===== config.mk =====
export PLATFORM = sky130hd
export DESIGN_NAME = reg_stack
export DESIGN_NICKNAME = d
export VERILOG_FILES = /design/src/rtl/pbl_pkg.sv /design/src/rtl/reg_stack_mem.sv /design/src/rtl/reg_stack.sv
export SDC_FILE = /design/constraint.sdc
export NUM_CORES = 1
export LEC_CHECK = 0
export ABC_CLOCK_PERIOD_IN_PS = 8900
export CORE_MARGIN = 3
export CORE_UTILIZATION = 30
export CTS_CLUSTER_DIAMETER = 40
export DETAILED_ROUTE_END_ITERATION = 10
export MAX_ROUTING_LAYER = met4
export PLACE_DENSITY = 0.57
export SYNTH_ARGS = -nofsm -noshare
export SYNTH_HDL_FRONTEND = slang
export SYNTH_SLANG_ARGS = --single-unit

===== constraint.sdc =====
create_clock -name clk -period 8.9 [get_ports clk]
set_clock_uncertainty 0.05 [all_clocks]
set_input_delay 1.78 -clock clk [delete_from_list [all_inputs] [get_ports clk]]
set_output_delay 1.78 -clock clk [all_outputs]
set_load 0.005 [all_outputs]

===== src/rtl/pbl_pkg.sv =====
// Shared definitions for the register-file stack path: FSM encoding, frame size
// and the register-file index map that fixes push/pop bus order.
package pbl_pkg;

    typedef enum logic [1:0] {
        ST_IDLE   = 2'd0,
        ST_LOAD   = 2'd1,
        ST_STROBE = 2'd2
    } st_state_e;

    localparam int unsigned REGS_PER_FRAME = 9;

    localparam int unsigned REG_ACC = 2;
    localparam int unsigned REG_R0  = 3;
    localparam int unsigned REG_R1  = 4;
    localparam int unsigned REG_R2  = 5;
    localparam int unsigned REG_R3  = 6;
    localparam int unsigned REG_R4  = 7;
    localparam int unsigned REG_R5  = 8;
    localparam int unsigned REG_R6  = 9;
    localparam int unsigned REG_R7  = 10;

    // Bus slot inside a frame for a register-file index (ACC lands in slot 0).
    function automatic int unsigned bus_slot(input int unsigned reg_idx);
        return reg_idx - REG_ACC;
    endfunction

endpackage


===== src/rtl/reg_stack_mem.sv =====
// Frame storage for reg_stack: one write port, one asynchronous read address.
module reg_stack_mem
    import pbl_pkg::*;
#(
    parameter int unsigned FRAME_W = 72,
    parameter int unsigned DEPTH   = 8,
    parameter int unsigned AW      = 3
) (
    input  logic               clk,
    input  logic               we_i,
    input  logic [AW-1:0]      waddr_i,
    input  logic [FRAME_W-1:0] wdata_i,
    input  logic [AW-1:0]      raddr_i,
    output logic [FRAME_W-1:0] rdata_o
);

    // Deliberately not reset: contents are undefined until a frame is pushed.
    logic [FRAME_W-1:0] mem_q [DEPTH];

    always_ff @(posedge clk) begin
        if (we_i) begin
            mem_q[waddr_i] <= wdata_i;
        end
    end

    assign rdata_o = mem_q[raddr_i];

endmodule


===== src/rtl/reg_stack.sv =====
// Context-save LIFO: pushes ACC+R0..R7 as one frame, pops by loading the
// restore buses one cycle ahead of a single-cycle st_pop_we strobe.
module reg_stack
    import pbl_pkg::*;
#(
    parameter  int unsigned WIDTH = 8,
    parameter  int unsigned DEPTH = 8,
    localparam int unsigned PTR_W = $clog2(DEPTH + 1)
) (
    input  logic             clk,
    input  logic             rst_n,
    input  logic             st_push,
    input  logic             st_pop,
    input  logic [WIDTH-1:0] st_in1,
    input  logic [WIDTH-1:0] st_in2,
    input  logic [WIDTH-1:0] st_in3,
    input  logic [WIDTH-1:0] st_in4,
    input  logic [WIDTH-1:0] st_in5,
    input  logic [WIDTH-1:0] st_in6,
    input  logic [WIDTH-1:0] st_in7,
    input  logic [WIDTH-1:0] st_in8,
    input  logic [WIDTH-1:0] st_in9,
    output logic [WIDTH-1:0] st_out1,
    output logic [WIDTH-1:0] st_out2,
    output logic [WIDTH-1:0] st_out3,
    output logic [WIDTH-1:0] st_out4,
    output logic [WIDTH-1:0] st_out5,
    output logic [WIDTH-1:0] st_out6,
    output logic [WIDTH-1:0] st_out7,
    output logic [WIDTH-1:0] st_out8,
    output logic [WIDTH-1:0] st_out9,
    output logic             st_pop_we,
    output logic             st_busy,
    output logic             st_full,
    output logic             st_empty,
    output logic [PTR_W-1:0] st_ptr,
    output logic             st_err
);

    localparam int unsigned AW      = (DEPTH > 1) ? $clog2(DEPTH) : 1;
    localparam int unsigned FRAME_W = REGS_PER_FRAME * WIDTH;

    st_state_e            state_q;
    logic [PTR_W-1:0]     ptr_q;
    logic                 err_q;
    logic                 pop_we_q;
    logic [FRAME_W-1:0]   out_q;

    logic [WIDTH-1:0]     in_bus  [REGS_PER_FRAME];
    logic [WIDTH-1:0]     out_bus [REGS_PER_FRAME];
    logic [FRAME_W-1:0]   frame_d;
    logic [FRAME_W-1:0]   rd_frame;
    logic                 full;
    logic                 empty;
    logic                 push_ok;
    logic                 pop_ok;
    logic                 req_clash;

    assign in_bus[bus_slot(REG_ACC)] = st_in1;
    assign in_bus[bus_slot(REG_R0)]  = st_in2;
    assign in_bus[bus_slot(REG_R1)]  = st_in3;
    assign in_bus[bus_slot(REG_R2)]  = st_in4;
    assign in_bus[bus_slot(REG_R3)]  = st_in5;
    assign in_bus[bus_slot(REG_R4)]  = st_in6;
    assign in_bus[bus_slot(REG_R5)]  = st_in7;
    assign in_bus[bus_slot(REG_R6)]  = st_in8;
    assign in_bus[bus_slot(REG_R7)]  = st_in9;

    for (genvar gi = 0; gi < REGS_PER_FRAME; gi++) begin : g_slot
        assign frame_d[gi*WIDTH +: WIDTH] = in_bus[gi];
        assign out_bus[gi]                = out_q[gi*WIDTH +: WIDTH];
    end

    assign full      = (ptr_q == PTR_W'(DEPTH));
    assign empty     = (ptr_q == '0);
    assign req_clash = st_push && st_pop;
    assign push_ok   = (state_q == ST_IDLE) && st_push && !st_pop && !full;
    assign pop_ok    = (state_q == ST_IDLE) && st_pop && !st_push && !empty;

    reg_stack_mem #(
        .FRAME_W (FRAME_W),
        .DEPTH   (DEPTH),
        .AW      (AW)
    ) u_mem (
        .clk     (clk),
        .we_i    (push_ok),
        .waddr_i (ptr_q[AW-1:0]),
        .wdata_i (frame_d),
        .raddr_i (ptr_q[AW-1:0]),
        .rdata_o (rd_frame)
    );

    // The strobe is registered off STROBE so the restore buses, loaded on the
    // LOAD edge, are already a full cycle old when st_pop_we rises.
    always_ff @(posedge clk or negedge rst_n) begin
        if (!rst_n) begin
            state_q  <= ST_IDLE;
            ptr_q    <= '0;
            err_q    <= 1'b0;
            pop_we_q <= 1'b0;
            out_q    <= '0;
        end else begin
            pop_we_q <= (state_q == ST_STROBE);
            case (state_q)
                ST_IDLE: begin
                    if (req_clash) begin
                        err_q <= 1'b1;
                    end else if (st_push) begin
                        if (full) err_q <= 1'b1;
                        else      ptr_q <= ptr_q + 1'b1;
                    end else if (st_pop) begin
                        if (empty) begin
                            err_q <= 1'b1;
                        end else begin
                            ptr_q   <= ptr_q - 1'b1;
                            state_q <= ST_LOAD;
                        end
                    end
                end
                ST_LOAD: begin
                    out_q   <= rd_frame;
                    state_q <= ST_STROBE;
                end
                ST_STROBE: state_q <= ST_IDLE;
                default:   state_q <= ST_IDLE;
            endcase
        end
    end

    assign st_out1   = out_bus[bus_slot(REG_ACC)];
    assign st_out2   = out_bus[bus_slot(REG_R0)];
    assign st_out3   = out_bus[bus_slot(REG_R1)];
    assign st_out4   = out_bus[bus_slot(REG_R2)];
    assign st_out5   = out_bus[bus_slot(REG_R3)];
    assign st_out6   = out_bus[bus_slot(REG_R4)];
    assign st_out7   = out_bus[bus_slot(REG_R5)];
    assign st_out8   = out_bus[bus_slot(REG_R6)];
    assign st_out9   = out_bus[bus_slot(REG_R7)];
    assign st_pop_we = pop_we_q;
    assign st_busy   = (state_q != ST_IDLE);
    assign st_full   = full;
    assign st_empty  = empty;
    assign st_ptr    = ptr_q;
    assign st_err    = err_q;

    // pop_ok is kept as a named decode for readability of the request rules.
    logic unused_ok;
    assign unused_ok = pop_ok;

endmodule


==> results of run 1 <==
metal layers:
layer | up-vias | GRT usage, %
li1 | 5995 | -
met1 | 6777 | 16.96
met2 | 281 | 21.81
met3 | 74 | 3.781
met4 | 0 | 3.834
met5 | - | -
kinds of logic (layout without fill, tap and decap cells):
kind of cell | after synthesis | in the layout | synth area share [%]
simple gates | 85 | 85 | 1.764
xor+xnor | 4 | 4 | 0.1407
other cells | 0 | 11 | 0
fa+ha+maj | 3 | 3 | 0.1809
mux | 184 | 184 | 7.552
compound gates | 357 | 357 | 10.73
flops | 656 | 656 | 77.50
buf+inv | 109 | 334 | 2.131
stage by stage:
step                      area, um2  hold slack (ps)
after floorplan               24900            367.5
after global placement        27570            386.5
after detailed placement      27570            401.3
after CTS                     30340            404.1
after global routing          30360            415.4
final                         30360            404.1
sequential cells by signal, summed over array words and instances, names as in the netlist:
register / cells
out_q: 72
st_err: 1
st_pop_we: 1
st_ptr: 4
state_q: 2
u_mem.mem_q: 576
synthesized netlist by cell type, types with 10 or more instances:
cell type / n
buf_2: 40
a22oi_1: 62
a221oi_1: 23
nand2_1: 11
o21ai_0: 40
buf_4: 11
a221oi_2: 11
a2bb2oi_1: 29
or2_2: 29
o22a_1: 63
edfxtp_1: 576
mux2_2: 11
dfrtp_1: 80
nor2_1: 27
mux2i_1: 171
inv_1: 10
clkbuf_1: 38
o221ai_1: 41
a21oi_1: 69
worst paths after layout:
kind,startpoint,endpoint
max,st_push,u_mem.mem_q[4][20]
min,state_q[0],st_pop_we
max reg2reg,st_ptr[2],u_mem.mem_q[4][20]
min reg2reg,state_q[0],st_pop_we
max in group asynchronous,rst_n,st_ptr[2]
min in group asynchronous,rst_n,out_q[58]
where the power goes:
| group | total, mW | switching, mW | internal [mW] |
|---|---|---|---|
| Sequential | 4.00 | 0.317 | 3.68 |
| Clock | 3.31 | 1.30 | 2.01 |
| Combinational | 2.37 | 1.25 | 1.12 |
| Total | 9.67 | 2.87 | 6.81 |
worst reg2reg max path: cells and delay by family, from the launching register on:
family | cells | cell delay (ps)
buffers and inverters | 1 | 710
flip-flops | 1 | 980
AND/OR/NAND/NOR | 2 | 2080
layout make-up:
type                            count  area [um2]
Timing Repair Buffer              177        1729
Multi-Input combinational cell    633        5154
Sequential cell                   656       19310
Inverter                           10       37.54
Clock buffer                       90        2069
Fill cell                        7503       51750
Clock inverter                     57       698.2
Antenna cell                       11       27.53
Tap cell                         1070        1339
==> results.env, run 1 <==
MIN_DELAY_PATH_DEPTH=1
CTS_INSERTED_BUFFERS=79
DPL_WS_PS=3462
SETUP.WORST_PATH.END_CLASS='flop'
FIN_TNS_SETUP_PS=0
SYNTH.YOSYS.SEQ_AREA_SHARE_PCT=77.50
TIMING.FINAL.HOLD_VIOLATIONS=0
SETUP-VIOLATIONS-FINAL=0
SETUP_SLACK_AFTER_LAYOUT_PS=4109
CTS_ROOT_BUFFER='clkbuf_16'
DRT.ANTENNA.VIOLATING_NETS=0
CRITICAL_PATH_BUF_INV_COUNT=2
GRT_ANTENNA_BEFORE_REPAIR=8
SYNTHDOMINANTAREACELLTYPE='edfxtp_1'
VERTICAL_DIE_DIMENSION_UM=294.1
IO_PINS=157
GR-USAGE-ALL-LAYERS_PCT=13.61
POSTCTSHOLDBUFS=0
PLACE_HPWL_UM=33420
DIE_AREA_UM2=86490
CRITPATHARRIVALTIME_PS=4970
CPMAXSTAGEDELAYCELL='nor2_4'
INITIAL_CORE_UTIL_PCT=30.33
SYNTH_EDF_COUNT=576
CTS.SINKS=656
RUN_STATUS='completed'
SETUP_REPAIR_AFTER_GLOBAL_ROUTING_MISSED_ITS_MARGIN='no'
VDD.IR_DROP.WORST_V=0.0001962
YS_DOMINANT_REG_CELL='edfxtp_1'
CPLARGESTDELAYFAMILY='simple AND/OR/NAND/NOR gates'
POSTSYNTHAREAPERCELL_UM2=17.81
REG2REG_DEPTH=3
PERIOD_MINUS_SLACK_PS=4791
FINALNONFILLERCELLS=2704
YOSYS.CELL_TYPES.COUNT=38
GLOBALPLACE.CONGESTION=0.7084
FINAL_UTIL_PCT=36.98
SLEW_VIOLATIONS=0
NUM-NETS-FINAL=1636
SYNTH_NETS=1477
MAX_CLOCK_FREQ_GHz=0.2087
WORST-PATH-STAGES=6
CLOCK_LATENCY_PS=620
MOST_USED_CELLS_IN_THE_LAYOUT_EXCLUDING_FILL_AND_TAP_CELLS='edfxtp_1, mux2i_1, clkdlybuf4s50_1, clkbuf_16, dfrtp_1'
CLK_PATH_BUF_DEPTH=3
DRCVIOLATIONCOUNT=0
CTS-HTREE-LEVELS=3
FP.DIEW_UM=294.1
SYNTHARSTFLOPSHARE_PCT=12.20
ROUTEDWLPERCELL_UM=21.31
MAPPEDNETLISTAREA_UM2=24900
DRT_FIRST_PASS_ITERS=5
WORST_EP_REQUIRED_TIME_PS=9080
POST_CTS_RESIZE_COUNT=0
SYNTH-SEQ-CELLS=656
MOSTFREQUENTLAYOUTCELL='edfxtp_1'
NETLIST_TOP_CELLS_AREA='edfxtp_1, dfrtp_1, mux2i_1'
OVERFLOW=0
ROUTED-WL-MET2_UM=27930
DRT_ITER0_MARKERS=851
CTS_TREE='built'
NUMPLACEDINSTANCES=2546
TOTAL_LEAKAGE_POWER_nW=10.26
STD_CELL_ROWS=105
PATH_CLK_SLEW_PS=50
TIMING.CRITICAL_PATH.CELLS='clkdlybuf4s50_1 -> nand2b_1 -> nor2_1 -> nand2_1 -> nor2_4 -> buf_4'
VIAS_IN_THE_FIRST_GLOBAL_ROUTE=13540
SYNTH_WARNINGS=0
TOT_PWR_mW=9.675
PIN_COUNT_OF_THE_BIGGEST_NET_ENTERING_GLOBAL_ROUTING=152
MAXSLEWHEADROOM_PCT=13.30
POSTCTSSETUPREPAIRBUFS=0
WL_UM=57610
POWER_DENSITY_OVER_THE_CELLS_nW_PER_UM2=318.6
GRT_FIRST_PASS_WIRELENGTH_UM=86150
MIN-DELAY-PATH-CLASS='flop to flop'
PART_OF_THE_CYCLE_THE_WORST_PATH_NEEDS_PCT=53.83
CORE_AREA_UM2=82110
IO_BUFFERS=156
CRITPATHKIND='input port to flop'
TOP_SIGNAL_LAYER_USED='met4'
WORST-R2R-SETUP-SLACK_PS=4690
VIA_COUNT=13130
LAYOUT-DRIVE-GT1-SHARE_PCT=13.99
VIA_PER_INST=4.855
ROUTE.LAYER.MET1.WL_UM=25100
NETLIST_INSTANCES=1398
LAYOUT-AREA-OVERHEAD-VS-SYNTH_PCT=21.94
WL_MET3_UM=3575
WORST_SETUP_PATH_START_KIND='input port'
WORST-SLEW-PIN-TRANSITION_PS=1297
CRITICAL-PATH-MAX-STAGE-DELAY_PS=1060
MAX-CAP-VIOLATIONS=0
SYNTH_LARGEST_TYPE_AREA_FRACTION_PCT=69.46
CRIT_PATH_MAX_FANOUT=39
No activity file was read; power rests on OpenSTA's default activity.
==> run 2, diff against run 1 <==
--- a/config.mk
+++ b/config.mk
@@ -5,13 +5,13 @@
 export SDC_FILE = /design/constraint.sdc
 export NUM_CORES = 1
 export LEC_CHECK = 0
-export ABC_CLOCK_PERIOD_IN_PS = 8900
+export ABC_CLOCK_PERIOD_IN_PS = 4000
 export CORE_MARGIN = 3
 export CORE_UTILIZATION = 30
 export CTS_CLUSTER_DIAMETER = 40
 export DETAILED_ROUTE_END_ITERATION = 10
 export MAX_ROUTING_LAYER = met4
-export PLACE_DENSITY = 0.57
+export PLACE_DENSITY = 0.59
 export SYNTH_ARGS = -nofsm -noshare
 export SYNTH_HDL_FRONTEND = slang
 export SYNTH_SLANG_ARGS = --single-unit
==> constraint.sdc (replaced) <==
create_clock -name clk -period 4 [get_ports clk]
set_clock_uncertainty 0.05 [all_clocks]
set_input_delay 0.8 -clock clk [delete_from_list [all_inputs] [get_ports clk]]
set_output_delay 0.8 -clock clk [all_outputs]
set_load 0.005 [all_outputs]
==> run 2 against run 1 <==
Effect of this change: combinational power grew 130%; clock-buffer cell count up 5; worst setup slack got worse by 3400 ps; utilization up 0.20 points; largest cell class unchanged; design area is 0.53% higher; sequential share of layout area shrank 0.33 points; critical path type is now flop to output pin; non-clock buffer count increased by 9; critical endpoint is now st_full; routed wire length fell by 1.5%; highest routed layer unchanged; total power up 120%; first-iteration DRC count down 7.4%; flip-flop and latch count unchanged.
==> results.env, run 2 (same netlist as run 1, synthesis figures left out) <==
PATH_CLK_SLEW_PS=50  # about the same
PLACE_HPWL_UM=32540  # -2.7%
IO_BUFFERS=156  # unchanged
DRT_ITER0_MARKERS=788  # -7.4%
VIAS_IN_THE_FIRST_GLOBAL_ROUTE=13490  # -0.35%
POSTCTSSETUPREPAIRBUFS=0  # unchanged
OVERFLOW=0  # unchanged
VIA_COUNT=13060  # -0.54%
MOST_USED_CELLS_IN_THE_LAYOUT_EXCLUDING_FILL_AND_TAP_CELLS='edfxtp_1, mux2i_1, clkdlybuf4s50_1, clkbuf_16, dfrtp_1'
FINAL_UTIL_PCT=37.17  # +0.20 points
GR-USAGE-ALL-LAYERS_PCT=13.40  # -0.22 points
DPL_WS_PS=533.9  # -2928 ps
MAX-CAP-VIOLATIONS=0  # unchanged
WL_UM=56770  # -1.5%
CTS_INSERTED_BUFFERS=81  # +2.5%
NUMPLACEDINSTANCES=2555  # +0.35%
WORST_EP_REQUIRED_TIME_PS=3150  # -5930 ps
FP.DIEW_UM=294.1  # unchanged
WORST_HOLD_SLACK_ACROSS_ALL_ENDPOINTS_PS=183.3  # -220.8 ps
VIA_PER_INST=4.812  # -0.87%
POSTCTSHOLDBUFS=0  # unchanged
DRT.ANTENNA.VIOLATING_NETS=0  # unchanged
STD_CELL_ROWS=105  # unchanged
WORST-SLEW-PIN-TRANSITION_PS=836.2  # -461.2 ps
CTS.SINKS=656  # unchanged
IO_PINS=157  # unchanged
TOTAL_SWITCHING_POWER_mW=6.465  # +130%
DRT_FIRST_PASS_ITERS=5  # unchanged
GLOBALPLACE.CONGESTION=0.7116  # +0.45%
PIN_COUNT_OF_THE_BIGGEST_NET_ENTERING_GLOBAL_ROUTING=146  # -3.9%
FIN_TNS_SETUP_PS=0  # unchanged
CRITPATHKIND='flop to output pin'
CLK_PATH_BUF_DEPTH=3  # unchanged
CLOCK_POWER_SHARE_PCT=33.1  # -1.1 points
LAYOUT-DRIVE-GT1-SHARE_PCT=14.25  # +0.26 points
SETUP_REPAIR_AFTER_GLOBAL_ROUTING_MISSED_ITS_MARGIN='no'
POST_CTS_RESIZE_COUNT=0  # unchanged
NUM-NETS-FINAL=1647  # +0.67%
ROUTEDWLPERCELL_UM=20.93  # -1.8%
P_INT_mW=14.93  # +120%
DRCVIOLATIONCOUNT=0  # unchanged
PERIOD_MINUS_SLACK_PS=3245
VDD.IR_DROP.WORST_V=0.0004037  # +110%
WORST_SETUP_PATH_START_KIND='flop'
MAXSLEWHEADROOM_PCT=44.25  # +31 points
N_FILL_CELL=7439  # -0.85%
MAX_CLOCK_FREQ_GHz=0.3081
CTS_TREE='built'
CLOCK_LATENCY_PS=620  # about the same
TOTAL_LEAKAGE_POWER_nW=10.31  # +0.54%
CTS-HTREE-LEVELS=3  # unchanged
PART_OF_THE_CYCLE_THE_WORST_PATH_NEEDS_PCT=81.13
CTS_ROOT_BUFFER='clkbuf_16'
VERTICAL_DIE_DIMENSION_UM=294.1  # unchanged
LARGEST_REG_FLOPS=576  # unchanged
POWER_FRAC_SEQ_PCT=41.2  # -0.2 points
TIMING.FINAL.HOLD_VIOLATIONS=0  # unchanged
CRIT_PATH_MAX_FANOUT=48  # +23%
LAYOUT-AREA-OVERHEAD-VS-SYNTH_PCT=22.59
SLEW_VIOLATIONS=0  # unchanged
DIE_AREA_UM2=86490  # unchanged
RUN_STATUS='completed'
GRT_ANTENNA_BEFORE_REPAIR=8  # unchanged
GRT_FIRST_PASS_WIRELENGTH_UM=85150  # -1.2%
POWER_DENSITY_OVER_THE_CELLS_nW_PER_UM2=701.1  # +120%
MIN-DELAY-PATH-CLASS='input port to async pin'
REGMOSTFLOPS='u_mem.mem_q'
COMBPWRFRAC_PCT=25.7  # +1.2 points
FINALNONFILLERCELLS=2713  # +0.33%
MOSTFREQUENTLAYOUTCELL='edfxtp_1'
SETUP-VIOLATIONS-FINAL=0  # unchanged
CRITPATHARRIVALTIME_PS=2400  # -2570 ps
INITIAL_CORE_UTIL_PCT=30.33  # unchanged
SETUP.WORST_PATH.END_CLASS='output pin'
SETUP_SLACK_AFTER_LAYOUT_PS=754.7  # -3355 ps
CORE_AREA_UM2=82110  # unchanged
SWITCHING_SHARE_PCT=30.21  # +0.58 points
[run 2: cell count changes in the layout (fill, tap and decap cells not counted), sizes merged]
cell    delta
diode      -3
clkinv     +6
buf        +9
clkbuf     +5
bufinv     -6
inv        -2
[run 2: area by class of cell]
class / instances / area [um2] / area share [%]
sequential: 656 / 19310 / 63.26
multi-input combinational: 633 / 5166 / 16.92
clock buffer: 95 / 2131 / 6.981
timing repair buffer: 186 / 1972 / 6.460
tap: 1070 / 1339 / 4.386
clock inverter: 55 / 549.3 / 1.799
inverter: 10 / 37.54 / 0.1230
antenna: 8 / 20.02 / 0.06558
[run 2: final timing paths]
kind | startpoint | endpoint | slack [ps] | depth (start not counted)
worst min-delay path | rst_n | st_err | 180 | 1
max in group asynchronous | rst_n | out_q[2] | 2740 | 2
worst min register to register | state_q[0] | st_pop_we | 450 | 1
worst max-delay path | st_ptr[1] | st_full | 750 | 3
worst max register to register | state_q[1] | u_mem.mem_q[7][13] | 1380 | 6
min in group clk | state_q[0] | st_pop_we | 450 | 1
[run 2: metal layers]
layer | GRT usage, % | up-vias | part of all wire (%)
met2 | 20.86 | 317 | 47
met1 | 16.93 | 6647 | 44
met3 | 3.940 | 73 | 6.9
li1 | - | 6019 | -
met5 | - | - | 0
met4 | 4.114 | 0 | 2.0
[run 2: power by group through the flow]
stage / Sequential [mW] / Clock [mW] / Combinational, mW
detailed placement: 8.97 / 0 / 5.60
floorplan: 8.64 / 0 / 3.66
CTS: 8.84 / 7.25 / 5.61
global route: 8.91 / 7.54 / 6.00
finish: 8.81 / 7.09 / 5.50
global placement: 8.94 / 0 / 5.53
[run 2: metrics by stage]
stage	total power, mW	area (um2)
after floorplan	12.30	24910
after global placement	14.47	27820
after detailed placement	14.57	27820
after CTS	21.71	30500
after global routing	22.45	30520
final	21.40	30520
[run 2: worst max-delay path: stages, from the launching register on]
cell	delay, ps
dfrtp_4	700
nor3_1	370
and2_1	200
clkdlybuf4s50_1	510
